===== config.mk =====
export PLATFORM = sky130hd
export DESIGN_NAME = uart_tx_buffer
export DESIGN_NICKNAME = d
export VERILOG_FILES = /design/src/rtl/uart_tx_buffer_pkg.sv /design/src/rtl/sync_fifo.sv /design/src/rtl/uart_tx_buffer.sv
export SDC_FILE = /design/constraint.sdc
export NUM_CORES = 1
export LEC_CHECK = 0
export ABC_AREA = 1
export BUFFER_PORTS_ARGS = -buffer_cell sky130_fd_sc_hd__buf_2
export CORE_AREA = 2 2 96 98
export DETAILED_ROUTE_END_ITERATION = 10
export DIE_AREA = 0 0 98 100
export GPL_TIMING_DRIVEN = 0
export PLACE_DENSITY = 0.58
export SLEW_MARGIN = 25
export SYNTH_ARGS = -nofsm -noshare
export SYNTH_HDL_FRONTEND = slang
export SYNTH_SLANG_ARGS = --single-unit

===== constraint.sdc =====
create_clock -name clk -period 2.29 [get_ports clk]
set_input_delay 0.5725 -clock clk [delete_from_list [all_inputs] [get_ports clk]]
set_output_delay 0.5725 -clock clk [all_outputs]
set_load 0.1 [all_outputs]

===== src/rtl/uart_tx_buffer_pkg.sv =====
// Shared constants for the UART transmit buffer: default geometry and the
// 2-bit drain FSM state encoding.
package uart_tx_buffer_pkg;

    localparam int DEFAULT_DEPTH = 8;
    localparam int DEFAULT_WIDTH = 8;

    localparam logic [1:0] ST_IDLE      = 2'd0;
    localparam logic [1:0] ST_LAUNCH    = 2'd1;
    localparam logic [1:0] ST_WAIT_BUSY = 2'd2;
    localparam logic [1:0] ST_WAIT_DONE = 2'd3;

endpackage


===== src/rtl/sync_fifo.sv =====
// Circular-buffer FIFO with an explicit occupancy counter. A write while full
// is accepted only when a pop happens in the same cycle.
module sync_fifo
    import uart_tx_buffer_pkg::*;
#(
    parameter int DEPTH = DEFAULT_DEPTH,
    parameter int WIDTH = DEFAULT_WIDTH,
    localparam int AW   = $clog2(DEPTH)
) (
    input  logic             clk,
    input  logic             reset,
    input  logic             wr_en,
    input  logic [WIDTH-1:0] wr_data,
    input  logic             rd_en,
    output logic [WIDTH-1:0] rd_data,
    output logic             full,
    output logic             empty,
    output logic [AW:0]      count
);

    logic [WIDTH-1:0] mem [DEPTH];
    logic [AW-1:0]    wr_ptr;
    logic [AW-1:0]    rd_ptr;
    logic [AW:0]      count_q;
    logic             push;
    logic             pop;

    assign full    = (count_q == (AW+1)'(DEPTH));
    assign empty   = (count_q == '0);
    assign count   = count_q;
    assign rd_data = mem[rd_ptr];
    assign pop     = rd_en && !empty;
    assign push    = wr_en && (!full || pop);

    function automatic logic [AW-1:0] next_ptr(input logic [AW-1:0] ptr);
        return (ptr == AW'(DEPTH - 1)) ? '0 : ptr + 1'b1;
    endfunction

    always_ff @(posedge clk) begin
        if (!reset) begin
            wr_ptr  <= '0;
            rd_ptr  <= '0;
            count_q <= '0;
        end else begin
            if (push) wr_ptr <= next_ptr(wr_ptr);
            if (pop)  rd_ptr <= next_ptr(rd_ptr);
            case ({push, pop})
                2'b10:   count_q <= count_q + 1'b1;
                2'b01:   count_q <= count_q - 1'b1;
                default: count_q <= count_q;
            endcase
        end
    end

    // Storage carries no reset; only pointers and count define validity.
    always_ff @(posedge clk) begin
        if (push) mem[wr_ptr] <= wr_data;
    end

endmodule


===== src/rtl/uart_tx_buffer.sv =====
// Queues bytes stored by the CPU and hands them one at a time to the UART
// sender, waiting for each busy period to start and finish before the next.
module uart_tx_buffer
    import uart_tx_buffer_pkg::*;
#(
    parameter int DEPTH = DEFAULT_DEPTH,
    parameter int WIDTH = DEFAULT_WIDTH
) (
    input  logic                     clk,
    input  logic                     reset,
    input  logic                     wr_en,
    input  logic [WIDTH-1:0]         wr_data,
    input  logic                     clr_ovf,
    input  logic                     TX_STATUS,
    output logic                     TX_EN,
    output logic [WIDTH-1:0]         TX_DATA,
    output logic                     full,
    output logic                     empty,
    output logic [$clog2(DEPTH):0]   count,
    output logic                     overflow,
    output logic [1:0]               fsm_state
);

    logic [1:0]       state;
    logic             tx_en_q;
    logic [WIDTH-1:0] tx_data_q;
    logic             ovf_q;
    logic             pop;
    logic             drop;
    logic [WIDTH-1:0] head;

    // The head is popped during the LAUNCH cycle, so a full-FIFO write there is kept.
    assign pop  = (state == ST_LAUNCH);
    assign drop = wr_en && full && !pop;

    sync_fifo #(
        .DEPTH (DEPTH),
        .WIDTH (WIDTH)
    ) u_fifo (
        .clk     (clk),
        .reset   (reset),
        .wr_en   (wr_en),
        .wr_data (wr_data),
        .rd_en   (pop),
        .rd_data (head),
        .full    (full),
        .empty   (empty),
        .count   (count)
    );

    always_ff @(posedge clk) begin
        if (!reset) begin
            state     <= ST_IDLE;
            tx_en_q   <= 1'b0;
            tx_data_q <= '0;
        end else begin
            tx_en_q <= 1'b0;
            case (state)
                ST_IDLE: begin
                    if (!empty && TX_STATUS) begin
                        state     <= ST_LAUNCH;
                        tx_en_q   <= 1'b1;
                        tx_data_q <= head;
                    end
                end
                ST_LAUNCH:    state <= ST_WAIT_BUSY;
                ST_WAIT_BUSY: if (!TX_STATUS) state <= ST_WAIT_DONE;
                ST_WAIT_DONE: if (TX_STATUS)  state <= ST_IDLE;
                default:      state <= ST_IDLE;
            endcase
        end
    end

    // A dropped write wins over a same-cycle clear.
    always_ff @(posedge clk) begin
        if (!reset)       ovf_q <= 1'b0;
        else if (drop)    ovf_q <= 1'b1;
        else if (clr_ovf) ovf_q <= 1'b0;
    end

    assign TX_EN     = tx_en_q;
    assign TX_DATA   = tx_data_q;
    assign overflow  = ovf_q;
    assign fsm_state = state;

endmodule


==> run summary <==
The flow ran to the end, and the final reports show no timing, DRC or antenna violations. The clock reaches the later pin of the worst-skew pair after 0.36 ns. For this run, the detailed router's first-pass iteration total came to 4. TritonCTS built the clock tree. Count of cell types in the netlist: 27. The number of nets handed over by synthesis was 426.

No sink is reached through more buffers than the 2 on the longest clock path. The number of antenna violations at the first check in global routing was 0; the cell leakage power was 1.98 nW. In the final design database the tool counted 467 nets.

The critical path is of the reg2reg type. Once layout is complete, the utilization of the core stands at 49.6%. After Yosys synthesis, XOR and XNOR cells account for 0.686% of the synthesized area. Cells with a size suffix above 1 make up 17.2% of the layout. The final period demand of the worst path came out at 2.18 ns. Internal power comes to 3.27 mW. The share of the yosys chip area belonging to registers is 61.7%, and the power share of the clock group is 20.8%.

The startpoint of the tightest hold check path is TX_DATA[6]. The compound-cell area share of the yosys netlist came out at 3.53%. The worst setup path is launched from a flip-flop.

In this run, the number of DRC markers left after iteration 0 of detailed routing was 172. The number of global-route vias before repair was 2,659. The number of warnings issued by yosys was 0.

The tightest min-delay check is of the reg2reg type. CTS placed an instance of clkbuf_8 at the clock tree root. The source of the critical timing path was fsm_state[1].

In this run the core area contains 35 standard-cell rows. With fillers left out, the area of the finished cells amounts to 4410 µm². The average instance area after synthesis was 9.55 µm².

Detailed routing inserted a total of 2,736 vias. The worst pin sits at a relative slew slack of 43.4%. For the wire length of the first global-routing pass, the log shows 13,700 µm. The tools report the sequential cell fraction of total power as 33.8%. The routed length per instance works out to 15.4 µm.

For this block, the routed nets add up to 8580 µm of wire. The mapped netlist covers 3830 µm². In this run the vertical extent of the chip is 100 µm. The die covers 9800 µm². The routability-driven placement congestion ratio was 0.818.

The die extent in x is 98 µm, and the pin slew with the least headroom to its limit is 0.846 ns. For this block, wires on met1 add up to 3610 µm. The area of the core came out at 8890 µm².

Relative to the synthesized area, the layout overhead comes to 15.1%. The logs give 0 for the number of design rule violations left after detail routing and 0 for the max-cap check violation count. The count of nets left with antenna violations once routing finished came out at 0. Counting flops and latches in the post-synthesis netlist gives 86. The worst path meets setup with 0.110 ns of slack. Timing would allow up to 459 MHz.

The area share of the largest cell type after synthesis came out at 50.2%. The completed layout was analyzed and its total power is 6.08 mW. Setup repair after global routing could not meet its margin everywhere. The category of the worst setup path capture point is a flip-flop. The cell area after placement was 4150 µm². The async set-or-reset flop fraction in the synthesized netlist is 0%.

Final period utilization: 95.2%. In this run the number of H-tree levels came out at 3. The clock-pin slew reported for the worst setup and hold paths after clock tree synthesis works out to 0.08 ns. The total grt overflow is 0, and the number of port buffers is 30. The peak fanout along the critical path was 9. Buffer count from post-CTS setup fixing: 0. Ranked by total cell area, the synthesized netlist is headed by edfxtp_1, dfxtp_1, nand2_1.

In this run the power spent charging and discharging nets is 2.82 mW. STA puts the critical path data arrival time at 2.16 ns. The launch instance of the worst register-to-register path is fsm_state[1].

Entering global routing, the biggest net connects 15 pins. The number of top-level pins was 31; the met2 wirelength from detailed routing was 4020 µm. Routed length on met3: 729 µm. The maximum resistive drop on vdd was 558 µV; the instance count of the mapped netlist was 401. In the routed layout, each cell is associated on average with a via count of 4.90. The switching portion of total power was 46.3%. For this run, the leading register cell type out of synthesis is edfxtp_1.

For this design the ratio of total power to cell area is 1380 nW/µm². The number of pins exceeding their max-slew limit in the final report was 0. The count of inserted antenna diode cells was 0; the maximum clock skew at final layout was 0.0125 ns. The synthesized netlist devotes 3.92% of its cell area to adder and majority cells. The tools report the number of buffers added by the clock tree synthesis step as 9.

The simple-gate share of the synthesized area was 21.1%. Cell taking the most area after synthesis: edfxtp_1. The number of endpoints failing setup at the final stage is 0.

Of the post-synthesis cell area, the part taken by muxes is 0.261%. After synthesis, the largest family of logic cells by area is simple AND/OR/NAND/NOR gates. For this configuration, the core starts out at a cell density of 43.1%. Before CTS, the worst setup slack after placement is -0.0503 ns. The number of flops mapped to enable cells by yosys is 64. After legalization and detailed placement, the total HPWL measured 5510 µm. After detailed routing, no signal wire sits above met4. At the worst endpoint, the required time is 2.27 ns. The number of clock sinks is 86, and the global routing usage summed across all routing layers is 18.6%. For the final hold violation count, the log shows 0. For the relative contribution of combinational cells to total power, the log shows 45.3%. For the number of fill cells, the log shows 825.
cell families (layout without fill, tap and decap cells):
group,Yosys count,after routing
compound gates,27,27
xor+xnor,3,3
fa+ha+maj,12,12
buf+inv,83,129
flops,86,86
mux,1,1
simple gates,189,189
registers in the layout, indices dropped and copies added, names as in the netlist:
register and cells:
u_fifo.rd_ptr 3, fsm_state 2, u_fifo.mem 64, TX_EN 1, u_fifo.wr_ptr 3, u_fifo.count 4
overflow 1, TX_DATA 8
synthesized netlist by cell type (2+ instances only):
master and n:
nand2_1 110, inv_1 67, edfxtp_1 64, nand3_1 53, dfxtp_1 22, a21oi_1 19
nor2_1 19, ha_1 12, o21ai_0 8, buf_2 7, buf_4 2, inv_2 2
xnor2_1 2
path summary, 6_finish.rpt:
path | slack [ns] | end | cells past startpoint
hold / removal | 0.46 | TX_DATA[6] | 2
setup reg to reg | 0.11 | u_fifo.mem[7][6] | 8
setup / recovery | 0.11 | u_fifo.mem[7][6] | 8
hold reg to reg | 0.46 | TX_DATA[6] | 2
through the flow:
step	std cells	TNS [ns]	hold WS, ns
floorplan	401	0	0.483
global placement	542	-0.493	0.448
detailed placement	542	-0.778	0.453
CTS	558	0	0.457
global route	558	-0.620	0.477
finish	558	0	0.463
area by class of cell:
cell class	count	area (µm²)	area share [%]
clock buffers	9	124	2.81
clock inverters	7	113	2.56
multi-input cells	232	1170	26.5
plain buffers	12	70.1	1.59
inverters	71	268	6.08
repair buffers	30	150	3.41
well taps	111	139	3.15
flip-flops and latches	86	2370	53.9
layout by cell type, fill, tap and decap left out, drive strengths merged, types with 2 or more instances in the layout:
| master | synthesis | layout |
|---|---|---|
| nand2 | 111 | 111 |
| inv | 69 | 69 |
| edfxtp | 64 | 64 |
| nand3 | 55 | 55 |
| buf | 10 | 40 |
| dfxtp | 22 | 22 |
| a21oi | 19 | 19 |
| nor2 | 19 | 19 |
| ha | 12 | 12 |
| clkbuf | 2 | 11 |
| o21ai | 8 | 8 |
| clkinv | 2 | 6 |
| bufinv | 0 | 3 |
| xnor2 | 2 | 2 |
worst max-delay path, cell delays in order (launching register included):
cell and delay [ns]:
dfxtp_4 0.37, inv_1 0.09, ha_1 0.19, inv_1 0.06, nand4_1 0.13, nand2_4 0.10
inv_1 0.08, nand2_1 0.12, nor2_1 0.67
layer usage:
| layer | vias to the layer above | track usage, % |
|---|---|---|
| met3 | 16 | 4.11 |
| met2 | 92 | 30.5 |
| met4 | 0 | 7.05 |
| met1 | 1257 | 24.4 |
| met5 | - | 0 |
| li1 | 1371 | - |
what timing repair did:
action                     CTS  global route
setup endpoints to repair   16            42
hold buffers                 0             0
resized for setup            3             6
power by group through the flow:
stage | Clock (mW) | Combinational, mW | Sequential [mW]
6_report | 1.27 | 2.76 | 2.06
5_1_grt | 1.35 | 3.01 | 2.09
4_1_cts | 1.28 | 2.76 | 2.06
3_5_place_dp | 0 | 2.74 | 2.09
3_3_place_gp | 0 | 2.71 | 2.09
2_1_floorplan | 0 | 1.38 | 2.85
No activity file was read; power rests on OpenSTA's default activity.
